===== src/rtl/rtclock_pkg.sv =====
// rtl/rtclock_pkg.sv - shared rtclock time-base widths, constants and scheduler state type
package rtclock_pkg;

    localparam int unsigned SEC_W  = 48;
    localparam int unsigned NSEC_W = 30;

    // One second in nanoseconds; any nsec at or above this is not a valid time
    localparam logic [NSEC_W-1:0] NSEC_MODULO = 30'd1_000_000_000;

    typedef enum logic {
        ST_IDLE = 1'b0,
        ST_WAIT = 1'b1
    } sched_state_e;

endpackage


===== src/rtl/rtclock_rr_arb.sv =====
// rtl/rtclock_rr_arb.sv - combinational round-robin arbiter, search starts at the pointer
module rtclock_rr_arb #(
    parameter int N_REQ = 4,
    parameter int ID_W  = $clog2(N_REQ)
) (
    input  logic [N_REQ-1:0] i_req,
    input  logic [ID_W-1:0]  i_ptr,
    output logic [N_REQ-1:0] o_grant,
    output logic [ID_W-1:0]  o_idx
);

    // One extra bit so ptr + offset can exceed N_REQ before wrapping
    localparam int            SUM_W  = ID_W + 1;
    localparam logic [ID_W:0] N_WIDE = SUM_W'(N_REQ);

    logic [ID_W:0] w_sum;
    logic          w_found;

    // First requester at or after the pointer, wrapping modulo N_REQ
    always_comb begin
        o_grant = '0;
        o_idx   = '0;
        w_found = 1'b0;
        w_sum   = '0;
        for (int k = 0; k < N_REQ; k++) begin
            w_sum = {1'b0, i_ptr} + SUM_W'(k);
            if (w_sum >= N_WIDE) begin
                w_sum = w_sum - N_WIDE;
            end
            if (!w_found && i_req[w_sum[ID_W-1:0]]) begin
                w_found                    = 1'b1;
                o_grant[w_sum[ID_W-1:0]]   = 1'b1;
                o_idx                      = w_sum[ID_W-1:0];
            end
        end
    end

endmodule


===== src/rtl/rtclock_trigger_sched.sv =====
// rtl/rtclock_trigger_sched.sv - time-triggered event scheduler sharing the rtclock time base
module rtclock_trigger_sched
    import rtclock_pkg::*;
#(
    parameter int N_REQ = 4,
    parameter int ID_W  = $clog2(N_REQ)
) (
    input  logic                      clk,
    input  logic                      resetn,
    input  logic [SEC_W-1:0]          sec,
    input  logic [NSEC_W-1:0]         nsec,
    input  logic [N_REQ-1:0]          req_valid,
    output logic [N_REQ-1:0]          req_ready,
    input  logic [N_REQ*SEC_W-1:0]    req_sec,
    input  logic [N_REQ*NSEC_W-1:0]   req_nsec,
    input  logic                      abort,
    output logic                      fire_valid,
    output logic [ID_W-1:0]           fire_id,
    output logic                      fire_late,
    output logic                      fire_err,
    output logic [SEC_W-1:0]          fire_sec,
    output logic [NSEC_W-1:0]         fire_nsec,
    output logic                      busy
);

    localparam logic [ID_W-1:0] LAST_ID = ID_W'(N_REQ - 1);

    sched_state_e       r_state;
    sched_state_e       w_next_state;
    logic [ID_W-1:0]    r_ptr;
    logic [ID_W-1:0]    w_ptr_next;
    logic [SEC_W-1:0]   r_tgt_sec;
    logic [NSEC_W-1:0]  r_tgt_nsec;
    logic [ID_W-1:0]    r_id;
    logic               r_first;

    logic               r_fire_valid;
    logic [ID_W-1:0]    r_fire_id;
    logic               r_fire_late;
    logic               r_fire_err;
    logic [SEC_W-1:0]   r_fire_sec;
    logic [NSEC_W-1:0]  r_fire_nsec;

    logic [N_REQ-1:0]   w_grant;
    logic [ID_W-1:0]    w_idx;
    logic [SEC_W-1:0]   w_req_sec_a  [N_REQ];
    logic [NSEC_W-1:0]  w_req_nsec_a [N_REQ];
    logic [SEC_W-1:0]   w_sel_sec;
    logic [NSEC_W-1:0]  w_sel_nsec;
    logic               w_nsec_bad;
    logic               w_hit;
    logic               w_past;
    logic               w_accept;
    logic               w_fire_hit;
    logic               w_fire_err;

    for (genvar g = 0; g < N_REQ; g++) begin : g_unpack
        assign w_req_sec_a[g]  = req_sec[g*SEC_W +: SEC_W];
        assign w_req_nsec_a[g] = req_nsec[g*NSEC_W +: NSEC_W];
    end

    rtclock_rr_arb #(
        .N_REQ (N_REQ),
        .ID_W  (ID_W)
    ) u_arb (
        .i_req   (req_valid),
        .i_ptr   (r_ptr),
        .o_grant (w_grant),
        .o_idx   (w_idx)
    );

    assign w_sel_sec  = w_req_sec_a[w_idx];
    assign w_sel_nsec = w_req_nsec_a[w_idx];
    assign w_nsec_bad = (w_sel_nsec >= NSEC_MODULO);
    assign w_ptr_next = (w_idx == LAST_ID) ? '0 : w_idx + 1'b1;

    // nsec never reaches 2^30, so {sec,nsec} orders like a flat time value
    assign w_hit  = ({sec, nsec} >= {r_tgt_sec, r_tgt_nsec});
    assign w_past = ({sec, nsec} >  {r_tgt_sec, r_tgt_nsec});

    // FSM state register
    always_ff @(posedge clk) begin
        if (!resetn) begin
            r_state <= ST_IDLE;
        end else begin
            r_state <= w_next_state;
        end
    end

    // Next state, acceptance handshake and fire decisions
    always_comb begin
        w_next_state = r_state;
        w_accept     = 1'b0;
        w_fire_hit   = 1'b0;
        w_fire_err   = 1'b0;
        req_ready    = '0;
        case (r_state)
            ST_IDLE: begin
                if (resetn && (|w_grant)) begin
                    req_ready = w_grant;
                    w_accept  = 1'b1;
                    if (w_nsec_bad) begin
                        w_fire_err = 1'b1;
                    end else begin
                        w_next_state = ST_WAIT;
                    end
                end
            end
            ST_WAIT: begin
                // Abort takes priority over a hit in the same cycle
                if (abort) begin
                    w_next_state = ST_IDLE;
                end else if (w_hit) begin
                    w_fire_hit   = 1'b1;
                    w_next_state = ST_IDLE;
                end
            end
            default: begin
                w_next_state = ST_IDLE;
            end
        endcase
    end

    // Armed-slot contents and round-robin pointer
    always_ff @(posedge clk) begin
        if (!resetn) begin
            r_ptr      <= '0;
            r_tgt_sec  <= '0;
            r_tgt_nsec <= '0;
            r_id       <= '0;
            r_first    <= 1'b0;
        end else begin
            if (w_accept) begin
                r_ptr      <= w_ptr_next;
                r_tgt_sec  <= w_sel_sec;
                r_tgt_nsec <= w_sel_nsec;
                r_id       <= w_idx;
                r_first    <= 1'b1;
            end else if (r_state == ST_WAIT) begin
                r_first <= 1'b0;
            end
        end
    end

    // Registered fire pulse; tag fields hold until the next event
    always_ff @(posedge clk) begin
        if (!resetn) begin
            r_fire_valid <= 1'b0;
            r_fire_id    <= '0;
            r_fire_late  <= 1'b0;
            r_fire_err   <= 1'b0;
            r_fire_sec   <= '0;
            r_fire_nsec  <= '0;
        end else begin
            r_fire_valid <= w_fire_hit | w_fire_err;
            if (w_fire_err) begin
                r_fire_id   <= w_idx;
                r_fire_late <= 1'b0;
                r_fire_err  <= 1'b1;
                r_fire_sec  <= sec;
                r_fire_nsec <= nsec;
            end else if (w_fire_hit) begin
                r_fire_id   <= r_id;
                r_fire_late <= r_first & w_past;
                r_fire_err  <= 1'b0;
                r_fire_sec  <= sec;
                r_fire_nsec <= nsec;
            end
        end
    end

    assign fire_valid = r_fire_valid;
    assign fire_id    = r_fire_id;
    assign fire_late  = r_fire_late;
    assign fire_err   = r_fire_err;
    assign fire_sec   = r_fire_sec;
    assign fire_nsec  = r_fire_nsec;
    assign busy       = (r_state == ST_WAIT);

endmodule


===== config.mk =====
export PLATFORM = sky130hd
export DESIGN_NAME = rtclock_trigger_sched
export DESIGN_NICKNAME = d
export VERILOG_FILES = /design/src/rtl/rtclock_pkg.sv /design/src/rtl/rtclock_rr_arb.sv /design/src/rtl/rtclock_trigger_sched.sv
export SDC_FILE = /design/constraint.sdc
export NUM_CORES = 1
export LEC_CHECK = 0
export CORE_MARGIN = 2
export CORE_UTILIZATION = 30
export CTS_CLUSTER_DIAMETER = 200
export DETAILED_ROUTE_END_ITERATION = 8
export SYNTH_ARGS = -nofsm -noshare
export SYNTH_HDL_FRONTEND = slang
export SYNTH_SLANG_ARGS = --single-unit
export TNS_END_PERCENT = 30

===== constraint.sdc =====
create_clock -name clk -period 8.5 [get_ports clk]
set_input_delay 1.7 -clock clk [delete_from_list [all_inputs] [get_ports clk]]
set_output_delay 1.7 -clock clk [all_outputs]
set_load 0.01 [all_outputs]

==> metrics.yaml <==
drv_slew: 0
reg2regPathDepth: 15
cts.sinks: 167
critPathLaunch: "req_valid[3]"
skew_ns: 0.01056
fp.dieW_um: 201.2
portBuffers: 484
num_vias: 12710
postCtsSetupRepairBufs: 0
synth_compound_area_share_pct: 13.25
timing.critical_path.buf_inv: 2
grt_max_degree: 143
synth_edf_count: 0
synth-seq-area-share_pct: 28.67
path_depth: 10
rsz0062_at_grt: "false"
grt_pass1_wl_um: 70440
fin_crit_sh_pct: 77.08
synth-main-ff-cell: "dfxtp_1"
cts_max_path_buffers: 2
max-vdd-ir-drop_mv: 0.2017
async_flop_share_pct: 0
place_ws_ns: 2.015
drc: 0
synthXorXnorAreaFrac_pct: 0.07511
multi_input_area_sq_um: 7501
gr-usage-all-layers_pct: 22.38
drv_cap: 0
worstSkewPairLatency_ns: 0.43
critPathKind: "primary input to output pin"
critPathArrivalTime_ns: 4.85
die_h_um: 201.2
setup_ws_ns: 1.949
cp.required_ns: 6.80
drt-pass1-iter-count: 5
wl_um: 46890
htreeDepth: 4
synth_nets: 2122
cts_tree: "built"
cp_slowest_stage_delay_ns: 0.61
rrSetupSlack_ns: 2.41
io_pins: 485
leakagePower_nw: 7.551
worstSetupEndpoint: "req_ready[3]"
dp_hpwl_um: 36230
setup_viol: 0
synth_fa_ha_area_share_pct: 8.906
finalWeightedCongestion: 0.9164
r2r_end: "fire_sec[47]"
hold_viol: 0
fin_crit_ns: 6.552
antenna_left: 0
outcome: "completed"
overflow: 0
cp_max_fo: 13
hold_buffers: 0
power_density_nw_per_um2: 294.7
antenna_found_initial: 2
synth_area_per_cell_sq_um: 7.102
dieArea_sq_um: 40460
fmax_ghz: 0.1526
routedWlPerCell_um: 18.21
root_buffer: "clkbuf_16"
synthCells: 1642
crit_slowest_cell: "clkdlybuf4s50_1"
rows: 72
synth_top_family_by_area: "simple AND/OR/NAND/NOR gates"
drive_gt1_share_pct: 3.359
synth.mux.area_fraction_pct: 10.55
area_growth_pct: 49.41
avgViaCountPerCell: 4.937
crit_top_cell: "clkdlybuf4s50_1"
cts_resized: 0
hold_path_class: "register to register"
register_area_sq_um: 3343
path_cells: "clkdlybuf4s50_1, mux4_2, nand2b_1, nor3_1, nand2_1, o211ai_1, or3_1, nand2b_4, nor2_1, clkdlybuf4s50_1"
ys_seq_elements: 167
tightestPinTransition_ns: 1.156
first_global_vias: 12230
tns_ns: 0
synthSimpleGateAreaFrac_pct: 31.20
tritoncts.num_buffers: 17
synth_area_sq_um: 11660
r2r-start: "r_ptr[0]"
ys_types: 65
fillers: 3881
drtIter0Drc: 813
design_area_sq_um: 17420
clk_pin_slew_worst_paths_ns: 0.06
worstSetupStartpointType: "primary input"
layout.nets: 2521
core-area_sq_um: 38470
cp-end-kind: "output pin"
maxSlewHeadroom_pct: 22.91
yosysWarnings: 0
place_area_sq_um: 16770
path_delay_family: "simple AND/OR/NAND/NOR gates"
start_util_pct: 30.31
==> worst min-delay path by stage <==
stage | from | to | slack [ns] | depth (start not counted)
finish | r_tgt_nsec[10] | r_tgt_nsec[10] | 0.46 | 2
global route | fire_sec[1] | fire_sec[1] | 0.48 | 2
CTS | r_tgt_nsec[10] | r_tgt_nsec[10] | 0.46 | 2
detailed placement | r_tgt_nsec[10] | r_tgt_nsec[10] | 0.45 | 2
global placement | r_tgt_nsec[10] | r_tgt_nsec[10] | 0.44 | 2
floorplan | r_tgt_nsec[10] | r_tgt_nsec[10] | 0.43 | 2
==> worst min-delay path, cell delays in order, from the launching register on <==
cell,delay (ns)
dfxtp_1,0.31
nand3_1,0.06
nand2_1,0.04
==> cells in the mapped netlist, types with 3 or more instances <==
master / instances / area share, %
nand2_1: 507 / 16
nand3_1: 220 / 9.4
dfxtp_1: 167 / 29
mux2i_1: 106 / 9.1
clkbuf_1: 95 / 3.1
inv_1: 85 / 2.7
ha_1: 83 / 8.9
o21ai_0: 76 / 3.3
a21o_1: 34 / 2.2
nor2_1: 33 / 1.1
a21oi_1: 30 / 1.3
a21boi_0: 22 / 1.4
nor3_1: 20 / 0.86
nand4_1: 13 / 0.70
buf_6: 12 / 1.2
nor2b_1: 11 / 0.59
o211ai_1: 9 / 0.58
buf_1: 8 / 0.26
o21a_1: 8 / 0.52
mux2_2: 7 / 0.68
nand2b_1: 7 / 0.38
a32oi_1: 6 / 0.45
and3_1: 6 / 0.32
a311oi_1: 5 / 0.38
nor4_1: 5 / 0.27
o221ai_1: 5 / 0.38
a221oi_1: 4 / 0.30
mux4_2: 4 / 0.77
o22ai_1: 4 / 0.21
or3_1: 4 / 0.21
o32ai_1: 3 / 0.23
==> layout make-up <==
class                           count  area share [%]
Clock inverter                     10          0.9623
Antenna cell                        3         0.04309
Multi-Input combinational cell   1272           43.05
Sequential cell                   167           19.19
Inverter                           86           1.853
Clock buffer                       22           2.722
Timing Repair Buffer              497           28.46
Tap cell                          518           3.720
==> logic make-up (layout without fill, tap and decap cells) <==
| logic type | count (synthesis) | count (layout) |
|---|---|---|
| simple gates | 840 | 840 |
| buf+inv | 203 | 615 |
| compound gates | 231 | 231 |
| flops | 167 | 167 |
| fa+ha+maj | 83 | 83 |
| other cells | 0 | 3 |
| xor+xnor | 1 | 1 |
| mux | 117 | 117 |
==> through the flow <==
step / utilization [%] / cells / hold slack [ns] / power, W
after floorplan: - / 1642 / 0.4299 / 0.003250
after global placement: 43.61 / 2540 / 0.4402 / 0.004261
after detailed placement: 43.61 / 2540 / 0.4510 / 0.004321
after CTS: 45.27 / 2572 / 0.4602 / 0.005193
after global routing: 45.27 / 2572 / 0.4799 / 0.005574
final: 45.29 / 2575 / 0.4576 / 0.005135
==> power by group <==
group / internal (W) / leakage [nW] / switching (W) / total (W)
Sequential: 0.00103 / 1.37 / 0.000126 / 0.00116
Clock: 0.000518 / 0.311 / 0.000336 / 0.000854
Combinational: 0.00123 / 5.87 / 0.00189 / 0.00312
Total: 0.00278 / 7.55 / 0.00236 / 0.00514
==> state kept, by name, indices dropped and copies added (netlist names) <==
signal,cells
busy,1
fire_err,1
fire_id,2
fire_late,1
fire_nsec,30
fire_sec,48
fire_valid,1
r_first,1
r_id,2
r_ptr,2
r_tgt_nsec,30
r_tgt_sec,48
==> routing by layer <==
layer	vias up	routed length, um	GRT usage (%)
met4	2	1209	7.063
li1	6395	-	-
met3	59	3827	6.398
met1	5791	19880	27.28
met5	-	8	0
met2	467	21960	37.98
==> placed cells by master, fill, tap and decap left out, types with 5 or more instances in the layout <==
| cell type | n |
|---|---|
| a21boi_0 | 22 |
| a21o_1 | 34 |
| a21oi_1 | 30 |
| a311oi_1 | 5 |
| a32oi_1 | 6 |
| and3_1 | 6 |
| buf_4 | 12 |
| clkbuf_16 | 17 |
| clkdlybuf4s50_1 | 483 |
| dfxtp_1 | 167 |
| ha_1 | 83 |
| inv_1 | 85 |
| mux2_2 | 7 |
| mux2i_1 | 106 |
| nand2_1 | 507 |
| nand2b_1 | 6 |
| nand3_1 | 220 |
| nand4_1 | 13 |
| nor2_1 | 33 |
| nor2b_1 | 9 |
| nor3_1 | 20 |
| nor4_1 | 5 |
| o211ai_1 | 9 |
| o21a_1 | 8 |
| o21ai_0 | 76 |
| o221ai_1 | 5 |
(Power assumes the default switching activity.)
